### src/rtl/seq_multiplier.sv
// Sequential shift-add multiplier: one partial-product bit per clock, unsigned or
// two's-complement signed operands, valid/ready handshakes on both sides.
module seq_multiplier #(
  parameter int unsigned WIDTH = 8
) (
  input  logic               clk,
  input  logic               rst_n,
  input  logic               in_valid,
  output logic               in_ready,
  input  logic [WIDTH-1:0]   in_a,
  input  logic [WIDTH-1:0]   in_b,
  input  logic               in_signed,
  output logic               out_valid,
  input  logic               out_ready,
  output logic [2*WIDTH-1:0] out_p,
  output logic               busy
);

  localparam int unsigned PW = 2 * WIDTH;
  localparam int unsigned AW = 2 * WIDTH + 1;
  localparam int unsigned CW = $clog2(WIDTH + 1);

  typedef enum logic [1:0] {
    IDLE = 2'd0,
    BUSY = 2'd1,
    DONE = 2'd2
  } state_t;

  state_t           state;
  logic [WIDTH-1:0] mcand;
  logic [AW-1:0]    acc;
  logic [CW-1:0]    cnt;
  logic             neg;

  logic             accept_c;
  logic [WIDTH-1:0] mag_a_c;
  logic [WIDTH-1:0] mag_b_c;
  logic [WIDTH:0]   sum_c;
  logic [AW-1:0]    acc_next_c;
  logic [PW-1:0]    prod_c;

  // In DONE a new operation may be accepted on the same edge the result is taken.
  assign in_ready  = (state == IDLE) || ((state == DONE) && out_ready);
  assign out_valid = (state == DONE);
  assign busy      = (state == BUSY);
  assign accept_c  = in_valid && in_ready;

  // Magnitudes of the operands; -2^(WIDTH-1) maps to 2^(WIDTH-1), which still fits.
  always_comb begin
    mag_a_c = in_a;
    mag_b_c = in_b;
    if (in_signed && in_a[WIDTH-1]) mag_a_c = WIDTH'(-in_a);
    if (in_signed && in_b[WIDTH-1]) mag_b_c = WIDTH'(-in_b);
  end

  // Low WIDTH bits of acc hold the remaining multiplier bits; upper bits collect sums.
  always_comb begin
    sum_c      = acc[AW-1:WIDTH] + (acc[0] ? {1'b0, mcand} : '0);
    acc_next_c = {1'b0, sum_c, acc[WIDTH-1:1]};
    prod_c     = neg ? PW'(-acc_next_c[PW-1:0]) : acc_next_c[PW-1:0];
  end

  always_ff @(posedge clk) begin
    if (!rst_n) begin
      state <= IDLE;
      mcand <= '0;
      acc   <= '0;
      cnt   <= '0;
      neg   <= 1'b0;
      out_p <= '0;
    end else if (accept_c) begin
      state <= BUSY;
      mcand <= mag_a_c;
      acc   <= AW'(mag_b_c);
      cnt   <= CW'(WIDTH);
      neg   <= in_signed && (in_a[WIDTH-1] ^ in_b[WIDTH-1]);
    end else begin
      case (state)
        BUSY: begin
          acc <= acc_next_c;
          cnt <= cnt - CW'(1);
          if (cnt == CW'(1)) begin
            state <= DONE;
            out_p <= prod_c;
          end
        end
        DONE: begin
          if (out_ready) state <= IDLE;
        end
        default: state <= IDLE;
      endcase
    end
  end

endmodule

### config.mk
export PLATFORM = sky130hd
export DESIGN_NAME = seq_multiplier
export DESIGN_NICKNAME = d
export VERILOG_FILES = /design/src/rtl/seq_multiplier.sv
export SDC_FILE = /design/constraint.sdc
export NUM_CORES = 1
export LEC_CHECK = 0
export BUFFER_PORTS_ARGS = -buffer_cell sky130_fd_sc_hd__buf_2
export CAP_MARGIN = 30
export CORE_MARGIN = 8
export CORE_UTILIZATION = 48
export CTS_BUF_LIST = sky130_fd_sc_hd__clkbuf_4
export CTS_CLUSTER_DIAMETER = 50
export DETAILED_ROUTE_END_ITERATION = 8
export PLACE_DENSITY = 0.68
export SLEW_MARGIN = 20
export SYNTH_ARGS = -nofsm -noshare
export SYNTH_HDL_FRONTEND = slang
export SYNTH_SLANG_ARGS = --single-unit
### constraint.sdc
create_clock -name clk -period 3 [get_ports clk]
set_input_delay 0.6 -clock clk [delete_from_list [all_inputs] [get_ports clk]]
set_output_delay 0.6 -clock clk [all_outputs]
set_load 0.1 [all_outputs]
# Yosys cells after proc, flatten, opt, wreduce, memory -nomap -nowiden
# Index checks and enable logic that the tools add are counted.
# word_totals
reg_bits,47
in_bits,21
output_inout_bits,19
word_cells,48
# classes
n_addsub,5
eq_ne,7
mux,12
bitwise_logic,3
n_reduce_logical,12
# ops
op,n
$mux 8,5
$mux 16,1
$neg 16->16,1
$neg 8->8,2
$add 8x8->9,1
$mux 4,2
$ne 3x1->1 const B,2
$logic_and 1x1->1,5
$eq 4x1->1 const B,1
$mux 2,2
$ne 2x1->1 const B,2
$pmux 2 s2,1
$reduce_and 2->1,2
$sub 4x1->4 const B,1
$reduce_and 3->1,1
$eq 2x1->1 const B,1
$eq 2x2->1 const B,1
$logic_not 2->1,1
$not 1->1,2
$reduce_bool 2->1,1
$reduce_or 2->1,1
$logic_or 1x1->1,1
$mux 1,1
$xor 1x1->1,1

# Longest topological paths before layout
# Gate-level depths: netlist of the first run.
# logic_depth
ltp_word,6
ltp_mapped,9
mapped_depth_nobuf,9

# Least setup slack after synthesis of the first run
# Ideal clock, no wire load.
# synth_timing
kind,input to register
from,input port out_ready
to,register neg
setup_ps,70
arrival_ps,3147
t_required_ps,2930
setup_slack_ps,-218
cell_stages,7
path_cell_list,inv_1 -> a21oi_1 -> and2_1 -> clkbuf_1 -> clkbuf_1 -> nand3_1 -> a21oi_1
# synth_between
elab_chain_len,3
# synth_lines
item,line_no,text
start: declaration,14,"input logic out_ready,"
$logic_and 1x1->1,43,assign in_ready = (state == IDLE) || ((state == DONE) && out_ready);
$logic_or 1x1->1,43,
net in_ready,9,"output logic in_ready,"
$logic_and 1x1->1,46,assign accept_c = in_valid && in_ready;
end signal: assignment,76,neg <= in_signed && (in_a[WIDTH-1] ^ in_b[WIDTH-1]);
end: declaration,33,logic neg;
# The timed path passes the listed nets, and every way through them passes these cells.
# A chain may end at the register's enable or synchronous reset.

# Worst setup path in the final report of the first run
# layout_timing
from,register acc[0]
to,register out_p[15]
# layout_between
elab_chain_len,4
# layout_lines
item,line_no,text
start: declaration,31,logic [AW-1:0] acc;
start signal: assignment,74,acc <= AW'(mag_b_c);
start signal: assignment,80,acc <= acc_next_c;
$mux 8 *,58,"sum_c = acc[AW-1:WIDTH] + (acc[0] ? {1'b0, mcand} : '0);"
$add 8x8->9 *,58,
$neg 16->16,60,prod_c = neg ? PW'(-acc_next_c[PW-1:0]) : acc_next_c[PW-1:0];
$mux 16 *,60,
end signal: assignment,84,out_p <= prod_c;
end: declaration,15,"output logic [2*WIDTH-1:0] out_p,"
# Every way passes the cells marked *; elsewhere a longest branch is shown, timed or not.

==> results of run 1 <==
-- per-layer routing --
layer	vias to the layer above	track usage [%]	share of wire, %	routed length (um)
li1	1392	-	-	-
met1	1231	21.6	50	3390
met2	49	26.1	46	3110
met3	7	2.44	3.1	210
met4	0	4.94	1.3	89
met5	-	0	0	0
-- worst register-to-register path, cell delays in order (launching register included) --
cell and delay (ns):
sky130_fd_sc_hd__dfxtp_1 0.37, sky130_fd_sc_hd__and2_1 0.18, sky130_fd_sc_hd__ha_1 0.21, sky130_fd_sc_hd__fa_1 0.42, sky130_fd_sc_hd__a211oi_2 0.36, sky130_fd_sc_hd__o21bai_1 0.15
sky130_fd_sc_hd__a221oi_2 0.37, sky130_fd_sc_hd__nor2_1 0.08, sky130_fd_sc_hd__and4_1 0.22, sky130_fd_sc_hd__o31a_1 0.27
-- report_power, final --
part	total [mW]	switching (mW)	internal (mW)
Combinational	0.366	0.234	0.132
Clock	0.280	0.196	0.0835
Sequential	0.691	0.0330	0.658
Total	1.34	0.463	0.874
-- area by class of cell --
class | count | area, sq um | share of cell area [%]
multi-input cells | 295 | 1890 | 57.9
flip-flops and latches | 47 | 941 | 28.7
repair buffers | 45 | 240 | 7.34
well taps | 77 | 96.3 | 2.94
inverters | 15 | 56.3 | 1.72
clock buffers | 5 | 37.5 | 1.15
clock inverters | 2 | 8.76 | 0.267
-- logic make-up (layout without fill, tap and decap cells) --
kind of cell,Yosys count,after routing,share of synthesized area (%)
compound gates,88,88,21.1
fa+ha+maj,14,14,6.06
simple gates,164,164,26.7
flops,47,47,31.2
buf+inv,36,67,6.02
xor+xnor,25,25,7.52
mux,4,4,1.37
-- synthesized netlist by cell type (all sizes together) (4+ instances only) --
cell type / n / area, sq um
nand2: 55 / 206
dfxtp: 47 / 941
nor2: 46 / 175
a21oi: 24 / 120
a211oi: 20 / 155
clkbuf: 19 / 103
inv: 15 / 56.3
xor2: 15 / 139
ha: 13 / 163
nor3: 12 / 71.3
o21ai: 12 / 63.8
and2: 11 / 71.3
nand3: 11 / 55.1
xnor2: 10 / 87.6
a311oi: 8 / 87.6
a31oi: 6 / 37.5
nand3b: 4 / 30.0
nand4: 4 / 25.0
-- metrics by stage --
stage          worst slack (ns)  instances
6_report                  0.283        486
5_1_grt                   0.134        486
4_1_cts                   0.342        486
3_5_place_dp              0.355        479
3_3_place_gp              0.400        479
2_1_floorplan             0.467        378
-- sequential cells by signal (all words and copies together) (netlist names) --
register,flops
mcand,8
out_p,16
cnt,4
neg,1
state,2
acc,16
-- path summary, 6_finish.rpt --
path,start,endpoint,slack (ns),depth (start not counted)
worst max-delay path,acc[0],out_p[15],0.28,9
worst min-delay path,mcand[6],mcand[6],0.46,2
worst min register to register,mcand[6],mcand[6],0.46,2
worst max register to register,acc[0],out_p[15],0.28,9
==> reports/results.md, run 1 <==
| Stage | Item | Reported |
| --- | --- | --- |
| status | Status | complete, no violations |
| critical path | Largest fanout on the critical path | 9 |
| global routing | Residual overflow from global routing | 0 |
| route | Total via count after detailed routing | 2,679 |
| critical path | Top cell family by delay on the critical path | compound AO/OA/AOI/OAI gates |
| yosys | Netlist area before placement | 3010 sq um |
| pwr | Reported leakage power | 1.30 nW |
| timing | Worst Hold Slack | 0.460 ns |
| yosys | Syn nets | 413 |
| clock tree | Skew-Pair Late Insertion Delay | 0.36 ns |
| placement | Count of port buffers added during placement | 39 |
| clock tree | PostCTS Resize Cnt | 0 |
| timing | Minimum clock period | 2.72 ns |
| critical path | Delay of the slowest critical-path stage | 0.42 ns |
| placement | Area post-placement | 3230 sq um |
| global routing | Largest net degree at the start of global routing | 34 |
| yosys | EDFF count, synth | 0 |
| timing | Crit share post-route | 90.6% |
| yosys | FFs w/ async S/R, synth | 0% |
| placement | GPL Wtd Cong | 0.885 |
| global routing | Via count of the first global-routing pass | 2,571 |
| die | Core Footprint | 6200 sq um |
| pwr | Pwr dens | 408 nW/um^2 |
| die | DIE AREA | 9070 sq um |
| layout | # fillers | 610 |
| timing | RSZ-0062 raised after global routing | false |
| yosys | Sequential fraction of the synthesis area | 31.2% |
| yosys | Number of synthesis warnings | 0 |
| clock tree | Count of clock tree sinks | 47 |
| critical path | Setup Crit Path Kind | reg -> reg |
| timing | Setup TNS after final layout | 0 ns |
| die | Count of boundary I/O pins | 40 |
| die | Initial Util | 48.6% |
| clock tree | Library cell used as clock root buffer | sky130_fd_sc_hd__clkbuf_4 |
| critical path | Nature of the critical path startpoint | flop |
| route | Post-route DRC violation count | 0 |
| layout | Share of layout cells above drive strength 1 | 16.9% |
| yosys | Top FF cell, synth | sky130_fd_sc_hd__dfxtp_1 |
| clock tree | TritonCTS buffer count | 5 |
| die | Row count | 29 |
| timing | Transition time at the pin with the least slew margin | 0.552 ns |
| global routing | Number of antenna violations at the first check in global routing | 0 |
| critical path | Required time at the endpoint of the critical path | 3.26 ns |
| yosys | Cell count after synthesis | 378 |
| layout | Final layout net count | 444 |
| layout | Number of antenna repair diodes | 0 |
| yosys | Count of unique library cells instantiated by Yosys | 60 |
| route | Routed wirelength normalized by instance count | 14.0 um |
| pwr | Sum of internal, switching and leakage power | 1.34 mW |
| global routing | Global-route wire length before repair | 12,000 um |
| yosys | Post-Synthesis Mean Instance Area | 7.97 sq um |
| clock tree | CTS H-Tree Depth | 2 |
| global routing | Global-route usage over all layers | 16.1% |
| yosys | Synthesis-stage register bit count | 47 |
| critical path | Worst Path Buf+Inv | 0 |
| clock tree | TritonCTS clock tree | yes |
| layout | Most common cell after layout, fill and taps aside | sky130_fd_sc_hd__nand2_1 |
| timing | Worst clock skew on the final layout | 0.0105 ns |
| layout | Area growth, synth to finish | 8.68% |
| clock tree | Number of buffers on the longest clock path | 2 |
| timing | Hold Vio Cnt, Final | 0 |
| critical path | Library cell contributing the largest single delay on the critical path | sky130_fd_sc_hd__fa_1 |
| clock tree | Number of setup buffers added after CTS | 0 |
| pwr | VDD IR max | 0.171 mV |
| critical path | Critical Path Sink Type | flop |
| clock tree | Cts hold-fix bufs | 0 |
| route | Via count normalized by instance count | 5.51 |
| critical path | Critical path data arrival time | 2.98 ns |
| run | Maximum Capacitance Violations | 0 |
| route | Total Routed Length | 6800 um |
| layout | Post-layout instance area | 3270 sq um |
| die | Chip Width | 95.2 um |
| route | Violation count after the first detailed-routing iteration | 114 |
| route | Routed Antenna Nets | 0 |
| clock tree | CTS clk-pin slew, worst paths | 0.13 ns |
| timing | Highest attainable clock frequency | 368 MHz |
| route | Detailed-routing iteration count for the pre-antenna-repair pass | 4 |
| critical path | List of cells traversed by the critical path | and2_1 -> ha_1 -> fa_1 -> a211oi_2 -> o21bai_1 -> a221oi_2 -> nor2_1 -> and4_1 -> o31a_1 |
| timing | Final slew viol count | 0 |
| timing | Max_slew headroom | 62.9% |
| layout | Post-layout util | 52.8% |
| timing | Final count of negative-setup-slack endpoints | 0 |
| layout | Highest-count cells in the layout ignoring fill and taps | sky130_fd_sc_hd__nand2_1, sky130_fd_sc_hd__dfxtp_1, sky130_fd_sc_hd__nor2_1, sky130_fd_sc_hd__buf_2, sky130_fd_sc_hd__a21oi_1 |
| die | Floorplan die height | 95.2 um |
| worst hold path | Class of the worst hold path | reg -> reg |
| placement | Post-DP HPWL | 5280 um |
(Power assumes the default switching activity.)
==> run 2: changes to the inputs <==
==> constraint.sdc (replaced) <==
create_clock -name clk -period 3 [get_ports clk]
set_input_delay 0.15 -clock clk [delete_from_list [all_inputs] [get_ports clk]]
set_output_delay 0.15 -clock clk [all_outputs]
set_load 0.1 [all_outputs]
==> run 2 against run 1 <==
Final cell count unchanged. Clock-buffer cell count increased by 1. Wire length increased by 2.5%. Combinational power about the same. Non-clock buffer count decreased by 1. Core utilization increased by 0.12 points. First-iteration DRC count increased by 39%. Sequential power about the same. Global-route usage about the same. Clock skew increased by 0.0036 ns. Setup slack improved by 0.027 ns. Sequential share of layout area decreased by 0.066 points.
==> reports/results.md, run 2 (synthesis gave the netlist of run 1 again) <==
| Stage | Item | Reported |
| --- | --- | --- |
| status | Status | complete, no violations |
| route | Total Routed Length | 6970 um |
| pwr | Net switching component of the power | 0.471 mW |
| pwr | Reported leakage power | 1.30 nW |
| layout | Final layout net count | 443 |
| route | Routed wirelength normalized by instance count | 14.3 um |
| clock tree | CTS H-Tree Depth | 2 |
| pwr | Switching part of the total power | 34.6% |
| placement | GPL Wtd Cong | 0.881 |
| critical path | Required time at the endpoint of the critical path | 3.31 ns |
| route | Via count normalized by instance count | 5.54 |
| critical path | Nature of the critical path startpoint | flop |
| timing | Setup TNS after final layout | 0 ns |
| layout | Share of layout cells above drive strength 1 | 16.6% |
| die | Initial Util | 48.6% |
| timing | Final count of negative-setup-slack endpoints | 0 |
| global routing | Via count of the first global-routing pass | 2,578 |
| pwr | Sequential share of power | 50.9% |
| timing | Max_slew headroom | 51.8% |
| layout | Number of antenna repair diodes | 0 |
| critical path | Setup Crit Path Kind | reg -> reg |
| critical path | Library cell contributing the largest single delay on the critical path | sky130_fd_sc_hd__xnor2_1 |
| layout | Highest-count cells in the layout ignoring fill and taps | sky130_fd_sc_hd__nand2_1, sky130_fd_sc_hd__dfxtp_1, sky130_fd_sc_hd__nor2_1, sky130_fd_sc_hd__buf_2, sky130_fd_sc_hd__a21oi_1 |
| layout | Largest regs | acc: 16 flops, out_p: 16 flops, mcand: 8 flops |
| clock tree | PostCTS Resize Cnt | 0 |
| pwr | Share of power burned in the clock network | 22.1% |
| critical path | Delay of the slowest critical-path stage | 0.47 ns |
| clock tree | Skew-Pair Late Insertion Delay | 0.36 ns |
| clock tree | Cts hold-fix bufs | 0 |
| global routing | Residual overflow from global routing | 0 |
| clock tree | Number of buffers on the longest clock path | 2 |
| global routing | Largest net degree at the start of global routing | 26 |
| clock tree | Count of clock tree sinks | 47 |
| timing | Transition time at the pin with the least slew margin | 0.721 ns |
| timing | Hold Vio Cnt, Final | 0 |
| clock tree | CTS clk-pin slew, worst paths | 0.14 ns |
| die | Floorplan die height | 95.2 um |
| pwr | Sum of internal, switching and leakage power | 1.36 mW |
| critical path | Critical path data arrival time | 3.00 ns |
| layout | Filler-free cell count of the finished design | 486 |
| placement | Post-DP HPWL | 5400 um |
| global routing | Global-route wire length before repair | 11,900 um |
| timing | Crit share post-route | 89.7% |
| critical path | Largest fanout on the critical path | 9 |
| timing | Worst clock skew on the final layout | 0.0141 ns |
| timing | Highest attainable clock frequency | 372 MHz |
| clock tree | Library cell used as clock root buffer | sky130_fd_sc_hd__clkbuf_4 |
| global routing | Number of antenna violations at the first check in global routing | 0 |
| clock tree | Number of setup buffers added after CTS | 0 |
| timing | RSZ-0062 raised after global routing | false |
| layout | Post-layout util | 52.9% |
| die | Row count | 29 |
| critical path | Worst reg2reg setup slack | 0.31 ns |
| critical path | List of cells traversed by the critical path | and2_1 -> ha_1 -> fa_1 -> xnor2_1 -> nand4_1 -> o21ba_4 -> o21ai_2 -> a32o_1 -> o21ai_1 |
| run | Maximum Capacitance Violations | 0 |
| route | Post-route DRC violation count | 0 |
| placement | Count of port buffers added during placement | 39 |
| clock tree | TritonCTS buffer count | 5 |
| route | Total via count after detailed routing | 2,694 |
| timing | Minimum clock period | 2.69 ns |
| die | Count of boundary I/O pins | 40 |
| layout | Most common cell after layout, fill and taps aside | sky130_fd_sc_hd__nand2_1 |
| layout | Area growth, synth to finish | 8.93% |
| critical path | Top cell family by delay on the critical path | compound AO/OA/AOI/OAI gates |
| die | Core Footprint | 6200 sq um |
| pwr | VDD IR max | 0.216 mV |
| clock tree | TritonCTS clock tree | yes |
| die | Chip Width | 95.2 um |
| route | Routed Antenna Nets | 0 |
| placement | Placed Cells incl. Taps | 478 |
| critical path | Worst Path Buf+Inv | 0 |
| critical path | Critical Path Sink Type | flop |
| worst hold path | Class of the worst hold path | in -> reg |
| global routing | Global-route usage over all layers | 16.1% |
| pwr | Pwr dens | 415 nW/um^2 |
| die | DIE AREA | 9070 sq um |
| pwr | Cell internal power dissipation | 0.890 mW |
| timing | Final slew viol count | 0 |
| route | Detailed-routing iteration count for the pre-antenna-repair pass | 4 |
| route | Violation count after the first detailed-routing iteration | 159 |
| pwr | Proportion of power drawn by combinational gates | 27.0% |
[run 2: final timing paths]
| kind | start | end | cells past startpoint |
|---|---|---|---|
| setup / recovery | acc[0] | out_p[13] | 9 |
| hold / removal | out_ready | state[1] | 4 |
| setup reg to reg | acc[0] | out_p[13] | 9 |
| hold reg to reg | mcand[0] | mcand[0] | 2 |
[run 2: final cells by class]
class / instances / area [sq um]
inverters: 15 / 56.3
fillers: 600 / 2920
flip-flops and latches: 47 / 941
repair buffers: 44 / 240
clock inverters: 2 / 12.5
clock buffers: 6 / 45.0
multi-input cells: 295 / 1890
well taps: 77 / 96.3
[run 2: metrics by stage]
step                      hold WS [ns]  setup WS [ns]  area (sq um)
after floorplan                  0.278          0.129          3010
after global placement           0.431          0.411          3210
after detailed placement         0.435          0.351          3220
after CTS                       0.0295          0.306          3280
after global routing            0.0200         0.0566          3280
final                           0.0410          0.310          3280
[run 2: worst reg2reg max path, stage by stage, from the launching register on]
cell	delay, ns
sky130_fd_sc_hd__dfxtp_1	0.38
sky130_fd_sc_hd__and2_1	0.18
sky130_fd_sc_hd__ha_1	0.21
sky130_fd_sc_hd__fa_1	0.42
sky130_fd_sc_hd__xnor2_1	0.47
sky130_fd_sc_hd__nand4_1	0.24
sky130_fd_sc_hd__o21ba_4	0.31
sky130_fd_sc_hd__o21ai_2	0.05
sky130_fd_sc_hd__a32o_1	0.25
sky130_fd_sc_hd__o21ai_1	0.12
[run 2: metal layers]
| metal | wire, um | GRT usage, % | up-vias |
|---|---|---|---|
| met3 | 324 | 2.68 | 5 |
| met2 | 3190 | 26.2 | 72 |
| met5 | 0 | 0 | - |
| li1 | - | - | 1401 |
| met1 | 3380 | 21.3 | 1216 |
| met4 | 69 | 4.81 | 0 |
[run 2: power by group through the flow]
stage                     clock [mW]  combinational (mW)  sequential (mW)
after global routing           0.340               0.408            0.699
after global placement             0               0.359            0.704
after CTS                      0.316               0.367            0.692
final                          0.301               0.368            0.692
after floorplan                    0               0.265            0.724
after detailed placement           0               0.366            0.706
==> run 3: changes to the inputs <==
--- a/config.mk
+++ b/config.mk
@@ -13,6 +13,7 @@
 export CTS_CLUSTER_DIAMETER = 50
 export DETAILED_ROUTE_END_ITERATION = 8
 export PLACE_DENSITY = 0.68
+export REMOVE_ABC_BUFFERS = 1
 export SLEW_MARGIN = 20
 export SYNTH_ARGS = -nofsm -noshare
 export SYNTH_HDL_FRONTEND = slang
==> run 3 against run 2 <==
Design area grew 0.76%. Largest power group unchanged. Global-route usage shrank 0.60 points. Hold slack gained 0.017 ns. Die area is the same. Clock-buffer cell count is the same. Combinational power is essentially flat. Highest routed layer unchanged. Clock power grew 26%. Largest cell class unchanged. First-iteration DRC count shrank 9.4%.
==> reports/results.md, run 3 (synthesis gave the netlist of run 1 again) <==
| Stage | Item | Reported |
| --- | --- | --- |
| status | Status | complete, no violations |
| layout | Share of layout cells above drive strength 1 | 16.9% |
| placement | Post-DP HPWL | 5310 um |
| global routing | Largest net degree at the start of global routing | 27 |
| clock tree | TritonCTS buffer count | 5 |
| route | Detailed-routing iteration count for the pre-antenna-repair pass | 4 |
| timing | Crit share post-route | 89.7% |
| pwr | Reported leakage power | 1.31 nW |
| critical path | Nature of the critical path startpoint | flop |
| route | Routed wirelength normalized by instance count | 14.0 um |
| clock tree | TritonCTS clock tree | yes |
| critical path | Setup Crit Path Kind | reg -> reg |
| die | Initial Util | 48.6% |
| timing | Setup TNS after final layout | 0 ns |
| die | DIE AREA | 9070 sq um |
| timing | Final count of negative-setup-slack endpoints | 0 |
| timing | Least setup slack across all paths after layout | 0.308 ns |
| layout | Largest regs | acc: 16 flops, out_p: 16 flops, mcand: 8 flops |
| layout | Most common cell after layout, fill and taps aside | sky130_fd_sc_hd__nand2_1 |
| timing | Transition time at the pin with the least slew margin | 0.689 ns |
| die | Floorplan die height | 95.2 um |
| clock tree | Number of buffers on the longest clock path | 2 |
| timing | RSZ-0062 raised after global routing | false |
| timing | Hold Vio Cnt, Final | 0 |
| die | Core Footprint | 6200 sq um |
| die | Count of boundary I/O pins | 40 |
| timing | Worst Hold Slack | 0.0581 ns |
| layout | Highest-count cells in the layout ignoring fill and taps | sky130_fd_sc_hd__nand2_1, sky130_fd_sc_hd__dfxtp_1, sky130_fd_sc_hd__nor2_1, sky130_fd_sc_hd__buf_2, sky130_fd_sc_hd__a21oi_1 |
| clock tree | Cts hold-fix bufs | 0 |
| critical path | Required time at the endpoint of the critical path | 3.27 ns |
| critical path | Library cell contributing the largest single delay on the critical path | sky130_fd_sc_hd__fa_1 |
| route | Violation count after the first detailed-routing iteration | 144 |
| critical path | List of cells traversed by the critical path | and2_1 -> ha_1 -> fa_1 -> a211oi_2 -> nor2_2 -> xor2_2 -> nor3_1 -> a21oi_1 -> o31a_1 |
| timing | Highest attainable clock frequency | 372 MHz |
| clock tree | Number of setup buffers added after CTS | 0 |
| route | Total via count after detailed routing | 2,657 |
| worst hold path | Class of the worst hold path | in -> reg |
| run | Maximum Capacitance Violations | 0 |
| critical path | Top cell family by delay on the critical path | compound AO/OA/AOI/OAI gates |
| clock tree | CTS clk-pin slew, worst paths | 0.14 ns |
| timing | Max_slew headroom | 54.0% |
| worst hold path | Origin of the worst min-delay path | rst_n |
| clock tree | Skew-Pair Late Insertion Delay | 0.36 ns |
| placement | Count of port buffers added during placement | 39 |
| critical path | Delay of the slowest critical-path stage | 0.42 ns |
| layout | Area growth, synth to finish | 9.76% |
| critical path | Critical path data arrival time | 2.96 ns |
| critical path | Critical Path Sink Type | flop |
| critical path | Worst Path Buf+Inv | 0 |
| clock tree | CTS H-Tree Depth | 2 |
| route | Via count normalized by instance count | 5.47 |
| layout | Number of antenna repair diodes | 0 |
| layout | Post-layout util | 53.3% |
| route | Total Routed Length | 6830 um |
| route | Post-route DRC violation count | 0 |
| placement | GPL Wtd Cong | 0.854 |
| timing | Minimum clock period | 2.69 ns |
| pwr | Pwr dens | 435 nW/um^2 |
| critical path | Reg2reg start | acc[0] |
| layout | Final layout net count | 444 |
| global routing | Global-route usage over all layers | 15.5% |
| clock tree | Count of clock tree sinks | 47 |
| route | Routed Antenna Nets | 0 |
| critical path | Largest fanout on the critical path | 9 |
| global routing | Global-route wire length before repair | 11,800 um |
| placement | Post-placement setup slack | 0.308 ns |
| global routing | Residual overflow from global routing | 0 |
| timing | Worst clock skew on the final layout | 0.0155 ns |
| clock tree | Library cell used as clock root buffer | sky130_fd_sc_hd__clkbuf_4 |
| global routing | Via count of the first global-routing pass | 2,601 |
| timing | Final slew viol count | 0 |
| clock tree | PostCTS Resize Cnt | 0 |
| die | Row count | 29 |
| die | Chip Width | 95.2 um |
| pwr | VDD IR max | 0.225 mV |
| global routing | Number of antenna violations at the first check in global routing | 0 |
| critical path | Critical Path Source | acc[0] |
run 3: cell types whose count changed in the layout (fill, tap and decap cells not counted):
cell	change
sky130_fd_sc_hd__clkinv_1	-1
sky130_fd_sc_hd__clkinv_4	-1
sky130_fd_sc_hd__bufinv_16	+1
sky130_fd_sc_hd__buf_4	+1
run 3: routing by layer:
metal,vias to the layer above,wire length (um),global-route usage (%)
met2,49,3110,24.8
met1,1199,3350,21.2
li1,1403,-,-
met4,0,71,3.51
met3,6,296,2.68
met5,-,0,0
run 3: final cells by class:
type / count / area [sq um]
Tap cell: 77 / 96.3
Fill cell: 610 / 2900
Sequential cell: 47 / 941
Timing Repair Buffer: 45 / 248
Clock buffer: 6 / 45.0
Clock inverter: 1 / 30.0
Multi-Input combinational cell: 295 / 1890
Inverter: 15 / 56.3
run 3: worst paths after layout:
kind               endpoint  depth (start not counted)  slack (ns)
setup / recovery  out_p[15]                          9        0.31
hold / removal    out_p[15]                          2        0.06
setup reg to reg  out_p[15]                          9        0.31
hold reg to reg    mcand[0]                          2        0.46
run 3: metrics by stage:
stage	area, sq um	total power [mW]	std cells
2_1_floorplan	2890	0.975	357
3_3_place_gp	3220	1.06	478
3_5_place_dp	3230	1.07	479
4_1_cts	3310	1.45	486
5_1_grt	3310	1.52	486
6_report	3310	1.44	486
run 3: power breakdown:
part           switching (mW)  internal, mW
logic                   0.236         0.132
clock network           0.197         0.181
registers              0.0337         0.658
